--- src/rtl/insertion_sort_ctrl_pkg.sv ---
// rtl/insertion_sort_ctrl_pkg.sv - state encoding and datapath select values for insertion_sort_ctrl
package insertion_sort_ctrl_pkg;

   typedef enum logic [3:0] {
      ST_IDLE   = 4'd0,
      ST_INIT   = 4'd1,
      ST_CHK_I  = 4'd2,
      ST_RD_KEY = 4'd3,
      ST_SET_J  = 4'd4,
      ST_CHK_J  = 4'd5,
      ST_RD_CMP = 4'd6,
      ST_CMP    = 4'd7,
      ST_SHIFT  = 4'd8,
      ST_DEC_J  = 4'd9,
      ST_INSERT = 4'd10,
      ST_INC_I  = 4'd11,
      ST_DONE   = 4'd12,
      ST_ERR    = 4'd13
   } state_t;

   // i source: constant 1 or i+1
   localparam logic SEL_I_ONE  = 1'b0;
   localparam logic SEL_I_INC  = 1'b1;
   // j source: i-1 or j-1
   localparam logic SEL_J_IM1  = 1'b0;
   localparam logic SEL_J_DEC  = 1'b1;
   // read address: i or j
   localparam logic SEL_RA_I   = 1'b0;
   localparam logic SEL_RA_J   = 1'b1;
   // write address: j or j+1
   localparam logic SEL_WA_J   = 1'b0;
   localparam logic SEL_WA_J1  = 1'b1;
   // write data: elem2insert or elem2compare
   localparam logic SEL_WD_KEY = 1'b0;
   localparam logic SEL_WD_CMP = 1'b1;

   function automatic logic is_read_state(input state_t s);
      return (s == ST_RD_KEY) || (s == ST_RD_CMP);
   endfunction

   function automatic logic is_write_state(input state_t s);
      return (s == ST_SHIFT) || (s == ST_INSERT);
   endfunction

endpackage

--- src/rtl/insertion_sort_ctrl_mem_wr_txn.sv ---
// rtl/insertion_sort_ctrl_mem_wr_txn.sv - one memory write transaction over independent AW/W channels and B response
module mem_wr_txn #(
   parameter int RESP_WDTH = 1
) (
   input  logic                 clk,
   input  logic                 rst,
   input  logic                 go,
   output logic                 aw_valid,
   input  logic                 aw_ready,
   output logic                 w_valid,
   input  logic                 w_ready,
   input  logic                 b_valid,
   output logic                 b_ready,
   input  logic [RESP_WDTH-1:0] b_resp,
   output logic                 aw_done,
   output logic                 w_done,
   output logic                 busy,
   output logic                 ok,
   output logic                 err
);

   logic active_q,   active_d;
   logic aw_valid_q, aw_valid_d;
   logic w_valid_q,  w_valid_d;
   logic b_ready_q,  b_ready_d;
   logic b_hs;

   // AW and W drop on their own ready; B is awaited once both have been accepted
   always_comb begin
      b_hs       = b_ready_q & b_valid;
      aw_valid_d = go | (aw_valid_q & ~aw_ready);
      w_valid_d  = go | (w_valid_q & ~w_ready);
      active_d   = go | (active_q & ~b_hs);
      b_ready_d  = (b_ready_q & ~b_valid)
                 | (active_q & ~b_ready_q & ~aw_valid_d & ~w_valid_d);
   end

   // transaction registers, cleared immediately on reset
   always_ff @(posedge clk) begin
      if (rst) begin
         active_q   <= 1'b0;
         aw_valid_q <= 1'b0;
         w_valid_q  <= 1'b0;
         b_ready_q  <= 1'b0;
      end else begin
         active_q   <= active_d;
         aw_valid_q <= aw_valid_d;
         w_valid_q  <= w_valid_d;
         b_ready_q  <= b_ready_d;
      end
   end

   assign aw_valid = aw_valid_q;
   assign w_valid  = w_valid_q;
   assign b_ready  = b_ready_q;
   assign aw_done  = active_q & ~aw_valid_q;
   assign w_done   = active_q & ~w_valid_q;
   assign busy     = active_q;
   assign ok       = b_hs & (b_resp == '0);
   assign err      = b_hs & (b_resp != '0);

endmodule

--- src/rtl/insertion_sort_ctrl.sv ---
// rtl/insertion_sort_ctrl.sv - insertion sort sequencer driving datapath strobes and memory handshakes
module insertion_sort_ctrl #(
   parameter int ADDR_WDTH = 4,
   parameter int RESP_WDTH = 1
) (
   input  logic                 clk,
   input  logic                 rst,
   input  logic                 start,
   output logic                 busy,
   output logic                 done,
   output logic                 error,
   output logic                 ar_valid,
   input  logic                 ar_ready,
   input  logic                 r_valid,
   output logic                 r_ready,
   output logic                 aw_valid,
   input  logic                 aw_ready,
   output logic                 w_valid,
   input  logic                 w_ready,
   input  logic                 b_valid,
   output logic                 b_ready,
   input  logic [RESP_WDTH-1:0] b_resp,
   input  logic                 elem2insert_gt_elem2compare,
   input  logic                 j_gte_0,
   input  logic                 i_lt_arr_size,
   output logic                 sl_1_incd_to_i,
   output logic                 ld_i,
   output logic                 clr_i,
   output logic                 sl_i_minus_1_decrd_to_j,
   output logic                 ld_j,
   output logic                 clr_j,
   output logic                 ld_elem2insert,
   output logic                 clr_elem2insert,
   output logic                 ld_elem2compare,
   output logic                 clr_elem2compare,
   output logic                 sl_i_j_to_arr_ra,
   output logic                 sl_j_j_plus_1_to_arr_wa,
   output logic                 sl_elem2insert_elem2compare_to_arr_w
);

   import insertion_sort_ctrl_pkg::*;

   state_t state_q, state_d;
   logic   ar_valid_q, ar_valid_d;
   logic   r_ready_q,  r_ready_d;
   logic   error_q,    error_d;
   logic   rd_hs;
   logic   enter_rd;
   logic   wr_go;
   logic   wr_ok, wr_err, wr_busy;
   logic   wr_aw_done, wr_w_done;
   logic   start_acc;

   // Per-channel progress flags and the address width are not needed by the sequencing logic
   logic   unused_wr_flags;
   assign unused_wr_flags = ^{wr_aw_done, wr_w_done, ADDR_WDTH[0]};

   assign rd_hs     = r_valid & r_ready_q;
   assign start_acc = (state_q == ST_IDLE) & start;
   assign enter_rd  = is_read_state(state_d) & (state_d != state_q);
   assign wr_go     = is_write_state(state_d) & (state_d != state_q) & ~wr_busy;

   mem_wr_txn #(
      .RESP_WDTH (RESP_WDTH)
   ) u_wr (
      .clk      (clk),
      .rst      (rst),
      .go       (wr_go),
      .aw_valid (aw_valid),
      .aw_ready (aw_ready),
      .w_valid  (w_valid),
      .w_ready  (w_ready),
      .b_valid  (b_valid),
      .b_ready  (b_ready),
      .b_resp   (b_resp),
      .aw_done  (wr_aw_done),
      .w_done   (wr_w_done),
      .busy     (wr_busy),
      .ok       (wr_ok),
      .err      (wr_err)
   );

   // state register
   always_ff @(posedge clk) begin
      if (rst) state_q <= ST_IDLE;
      else     state_q <= state_d;
   end

   // next-state logic: memory states wait on their handshake, bookkeeping states take one cycle
   always_comb begin
      state_d = state_q;
      case (state_q)
         ST_IDLE:   if (start) state_d = ST_INIT;
         ST_INIT:   state_d = ST_CHK_I;
         ST_CHK_I:  state_d = i_lt_arr_size ? ST_RD_KEY : ST_DONE;
         ST_RD_KEY: if (rd_hs) state_d = ST_SET_J;
         ST_SET_J:  state_d = ST_CHK_J;
         ST_CHK_J:  state_d = j_gte_0 ? ST_RD_CMP : ST_INSERT;
         ST_RD_CMP: if (rd_hs) state_d = ST_CMP;
         ST_CMP:    state_d = elem2insert_gt_elem2compare ? ST_INSERT : ST_SHIFT;
         ST_SHIFT: begin
            if (wr_err)     state_d = ST_ERR;
            else if (wr_ok) state_d = ST_DEC_J;
         end
         ST_DEC_J:  state_d = ST_CHK_J;
         ST_INSERT: begin
            if (wr_err)     state_d = ST_ERR;
            else if (wr_ok) state_d = ST_INC_I;
         end
         ST_INC_I:  state_d = ST_CHK_I;
         ST_DONE:   state_d = ST_IDLE;
         ST_ERR:    state_d = ST_IDLE;
         default:   state_d = ST_IDLE;
      endcase
   end

   // read handshake and sticky error next-state
   always_comb begin
      ar_valid_d = enter_rd | (ar_valid_q & ~ar_ready);
      r_ready_d  = (ar_valid_q & ar_ready) | (r_ready_q & ~r_valid);
      error_d    = error_q;
      if (start_acc)   error_d = 1'b0;
      else if (wr_err) error_d = 1'b1;
   end

   // read handshake and error registers
   always_ff @(posedge clk) begin
      if (rst) begin
         ar_valid_q <= 1'b0;
         r_ready_q  <= 1'b0;
         error_q    <= 1'b0;
      end else begin
         ar_valid_q <= ar_valid_d;
         r_ready_q  <= r_ready_d;
         error_q    <= error_d;
      end
   end

   // output decode: strobes and selects per state; selects stay constant for the whole state
   always_comb begin
      busy                                 = 1'b0;
      done                                 = 1'b0;
      sl_1_incd_to_i                       = SEL_I_ONE;
      ld_i                                 = 1'b0;
      clr_i                                = 1'b0;
      sl_i_minus_1_decrd_to_j              = SEL_J_IM1;
      ld_j                                 = 1'b0;
      clr_j                                = 1'b0;
      ld_elem2insert                       = 1'b0;
      clr_elem2insert                      = 1'b0;
      ld_elem2compare                      = 1'b0;
      clr_elem2compare                     = 1'b0;
      sl_i_j_to_arr_ra                     = SEL_RA_I;
      sl_j_j_plus_1_to_arr_wa              = SEL_WA_J;
      sl_elem2insert_elem2compare_to_arr_w = SEL_WD_KEY;
      case (state_q)
         ST_IDLE: begin
            clr_i            = start;
            clr_j            = start;
            clr_elem2insert  = start;
            clr_elem2compare = start;
         end
         ST_INIT: begin
            busy           = 1'b1;
            ld_i           = 1'b1;
            sl_1_incd_to_i = SEL_I_INC;
         end
         ST_RD_KEY: begin
            busy             = 1'b1;
            sl_i_j_to_arr_ra = SEL_RA_I;
            ld_elem2insert   = rd_hs;
         end
         ST_SET_J: begin
            busy                    = 1'b1;
            ld_j                    = 1'b1;
            sl_i_minus_1_decrd_to_j = SEL_J_IM1;
         end
         ST_RD_CMP: begin
            busy             = 1'b1;
            sl_i_j_to_arr_ra = SEL_RA_J;
            ld_elem2compare  = rd_hs;
         end
         ST_SHIFT: begin
            busy                                 = 1'b1;
            sl_j_j_plus_1_to_arr_wa              = SEL_WA_J1;
            sl_elem2insert_elem2compare_to_arr_w = SEL_WD_CMP;
         end
         ST_DEC_J: begin
            busy                    = 1'b1;
            ld_j                    = 1'b1;
            sl_i_minus_1_decrd_to_j = SEL_J_DEC;
         end
         ST_INSERT: begin
            busy                                 = 1'b1;
            sl_j_j_plus_1_to_arr_wa              = SEL_WA_J1;
            sl_elem2insert_elem2compare_to_arr_w = SEL_WD_KEY;
         end
         ST_INC_I: begin
            busy           = 1'b1;
            ld_i           = 1'b1;
            sl_1_incd_to_i = SEL_I_INC;
         end
         ST_DONE:  done = 1'b1;
         ST_ERR:   busy = 1'b0;
         default:  busy = (state_q != ST_IDLE);
      endcase
   end

   assign ar_valid = ar_valid_q;
   assign r_ready  = r_ready_q;
   assign error    = error_q;

endmodule
--- config.mk ---
export PLATFORM = sky130hd
export DESIGN_NAME = insertion_sort_ctrl
export DESIGN_NICKNAME = d
export VERILOG_FILES = /design/src/rtl/insertion_sort_ctrl_pkg.sv /design/src/rtl/insertion_sort_ctrl_mem_wr_txn.sv /design/src/rtl/insertion_sort_ctrl.sv
export SDC_FILE = /design/constraint.sdc
export NUM_CORES = 1
export LEC_CHECK = 0
export ABC_AREA = 0
export ABC_CLOCK_PERIOD_IN_PS = 2500
export CAP_MARGIN = 20
export CORE_UTILIZATION = 44
export DETAILED_ROUTE_END_ITERATION = 10
export GPL_ROUTABILITY_DRIVEN = 0
export PLACE_DENSITY_LB_ADDON = 0.2
export SETUP_SLACK_MARGIN = 0.1
export SLEW_MARGIN = 20
export SYNTH_ARGS = -nofsm -noshare
export SYNTH_HDL_FRONTEND = slang
export SYNTH_SLANG_ARGS = --single-unit
--- constraint.sdc ---
create_clock -name clk -period 2.5 [get_ports clk]
set_input_delay 0.5 -clock clk [delete_from_list [all_inputs] [get_ports clk]]
set_output_delay 0.5 -clock clk [all_outputs]
set_load 0.02 [all_outputs]
==> results.ini <==
[clock_tree]
cts_tree = yes
path_clk_slew_ns = 0.08
post_cts_buffers = 0
worstSkewPairLatency_ns = 0.27
cts_sinks = 11
clockBufferDepth = 2
clockRootBuffer = clkbuf_4
htree_levels = 1
numCtsBuffers = 3

[global_route]
grt-ovfl-total = 0
grt_usage_pct = 20.24
grt_first_pass_wirelength_um = 2870
grt_max_degree = 16
grt_pass1_vias = 696
met1_usage_pct = 25.65
antenna_found_initial = 0
gr-max-usage-layer = met2
grt_use_met3_pct = 5.532
grt_use_met2_pct = 31.04

[detailed_routing]
wl_per_cell_um = 12.52
routed_wl_um = 1766
drt-pass1-iter-count = 4
vias = 785
remaining_drc_errors = 0
ant_nets = 0
drt_first_iter_violations = 18
avgViaCountPerCell = 5.567

[placement]
place_area_mm2 = 0.001049
io_buffer_count = 32
dpl.hpwl_um = 1319

[pwr]
p_comb_share_pct = 44.2
power_per_cell_area_mw_per_mm2 = 547.5
switchingPower_uw = 219.3
p_sw_share_pct = 36.71
clkPwrFrac_pct = 20.5
p_leak_nw = 0.4672
ir_drop_v = 0.0003678
internal_power_uw = 378.1
power_frac_seq_pct = 35.4

[synth]
synthMuxAreaShare_pct = 0
ys_ff_latch = 11
ys_types = 35
syn_nets = 108
syn_avg_cell_area_um2 = 7.820
synthCells = 96
syn-cell-area_um2 = 750.7
synth_fa_ha_area_share_pct = 0
yosysSeqAreaShare_pct = 29.33
synth_compound_area_share_pct = 22.33
synth_top_family_by_area = simple AND/OR/NAND/NOR gates
yosys_warnings = 0
synth-xor-area-share_pct = 0
synthSimpleGateAreaFrac_pct = 38.67

[cells_and_area]
num-nets-final = 138
stdcell_area_mm2 = 0.001091
area_delta_synth_final_pct = 45.33
antenna_cells = 0
drive_above_1_share_pct = 12.00

[timing]
slew_headroom_pct = 81.11
setup_violations = 0
fin_setup_tns_ns = 0
rsz0062_at_grt = false
worst_pin_slew_ns = 0.2817
period_share_pct = 93.35
skew_ns = 0.006516
period_minus_slack_ns = 2.334
fmax_ghz = 0.4285
hold_violations = 0
maxSlewViolCount = 0

[job]
cap_violations = 0

[floorplan]
core_mm2 = 0.001541
initial_utilization_pct = 48.70
die_area_mm2 = 0.001875
rows = 14
fp.dieH_um = 43.31
fp.dieW_um = 43.31
io_pins = 33

[worst_setup_path]
crit_fanout = 4
end_kind = output pin
worstSetupPathType = primary input to output pin
cp.required_ns = 2.00
crit_path_start_kind = primary input
cp_data_arrival_time_ns = 1.83

[hold_path]
hp-class = register to register

[run_status]
status = complete, no violations

[final timing paths]
path	startpoint	to	slack, ns	cells past startpoint
setup reg to reg	state_q[0]	ar_valid	0.67	6
setup / recovery	r_valid	ld_elem2compare	0.17	4
hold reg to reg	u_wr.busy	u_wr.busy	0.47	2
hold / removal	u_wr.busy	u_wr.busy	0.47	2
[sequential cells by signal (all words and copies together), names as in the netlist]
name           flops
ar_valid           1
r_ready            1
u_wr.busy          1
error              1
u_wr.b_ready       1
state_q            4
u_wr.w_valid       1
u_wr.aw_valid      1
[metal layers]
layer	vias to the layer above	routed length (µm)
li1	405	-
met3	2	108
met1	355	800
met2	23	834
met5	-	0
met4	0	23
[worst max-delay path: stages]
cell             delay, ns
clkdlybuf4s50_1       0.52
nand3_1               0.15
inv_1                 0.08
clkdlybuf4s50_1       0.59
[cells by family after synthesis]
kind of cell,Yosys count
AO/OA/AOI/OAI,22
buffers and inverters,12
AND/OR/NAND/NOR,51
flip-flops,11
[power by group through the flow]
stage                     Clock (mW)  Combinational, mW  Sequential, mW
final                          0.122              0.264           0.211
after global routing           0.139              0.285           0.214
after CTS                      0.130              0.267           0.210
after detailed placement           0              0.265           0.213
after global placement             0              0.263           0.213
after floorplan                    0              0.184           0.204
[layout by cell type (no fill, tap or decap), drive strengths merged]
| master | instances |
|---|---|
| or4b | 1 |
| clkbuf | 3 |
| and3 | 2 |
| nand3b | 2 |
| a2bb2oi | 2 |
| nand2b | 6 |
| o22ai | 2 |
| or3b | 1 |
| dlygate4sd2 | 1 |
| nand3 | 2 |
| dlymetal6s2s | 4 |
| nor3 | 7 |
| nor2 | 9 |
| nor2b | 5 |
| and4bb | 2 |
| o21a | 1 |
| nand4 | 2 |
| clkinv | 1 |
| dfxtp | 11 |
| nand2 | 9 |
| buf | 3 |
| a221o | 1 |
| clkdlybuf4s50 | 27 |
| a21oi | 5 |
| o211ai | 1 |
| o221a | 1 |
| a211oi | 2 |
| or2b | 1 |
| a41oi | 2 |
| nand4b | 2 |
| a21o | 2 |
| a31oi | 2 |
| inv | 2 |
| o21ai | 1 |
[per-stage QoR]
| stage | instances | util, % | hold slack (ns) | total power, mW | setup slack, ns |
|---|---|---|---|---|---|
| final | 141 | 70.78 | 0.4747 | 0.5974 | 0.1662 |
| after global routing | 141 | 70.78 | 0.4998 | 0.6379 | 0.1069 |
| after CTS | 141 | 69.97 | 0.4786 | 0.6064 | 0.08091 |
| after detailed placement | 137 | 68.02 | 0.4671 | 0.4784 | 0.06843 |
| after global placement | 137 | 68.02 | 0.4616 | 0.4758 | 0.08172 |
| after floorplan | 96 | - | 0.4445 | 0.3883 | 0.6081 |
[cell usage after synthesis (all sizes together)]
cell     count  share of area [%]
nor2         9                4.5
or3b         1                1.2
a211oi       2                2.0
nor2b        5                4.2
and4bb       2                3.3
nand3        2                1.3
o22ai        2                1.7
o21ai        1               0.67
o21a         1                1.0
or2b         1                1.0
a221o        1                1.3
clkbuf       1               0.50
dfxtp       11                 29
nand4b       2                2.3
a31oi        2                1.7
nand3b       2                2.0
o211ai       1                1.0
nand2        9                4.5
inv          2                1.0
o221a        1                1.5
and3         2                1.7
buf          9                8.2
nand2b       6                5.0
nand4        2                1.7
a21o         2                2.0
or4b         1                1.3
a2bb2oi      2                2.3
a41oi        2                3.3
nor3         7                4.7
a21oi        5                3.8
[timing repair]
action                                 CTS  global route
cloned                                   0             0
pin swaps                                0             0
resized for setup                        3             6
hold buffers                             0             0
setup endpoints to repair                6            12
endpoints found under the hold margin    0             0
[cell type report]
cell class / instances / area (µm²)
Timing Repair Buffer: 35 / 351.6
Sequential cell: 11 / 224.0
Clock buffer: 3 / 22.52
Fill cell: 137 / 450.4
Clock inverter: 1 / 5.005
Inverter: 2 / 7.507
Tap cell: 16 / 20.02
Multi-Input combinational cell: 73 / 460.4
(Power assumes the default switching activity.)
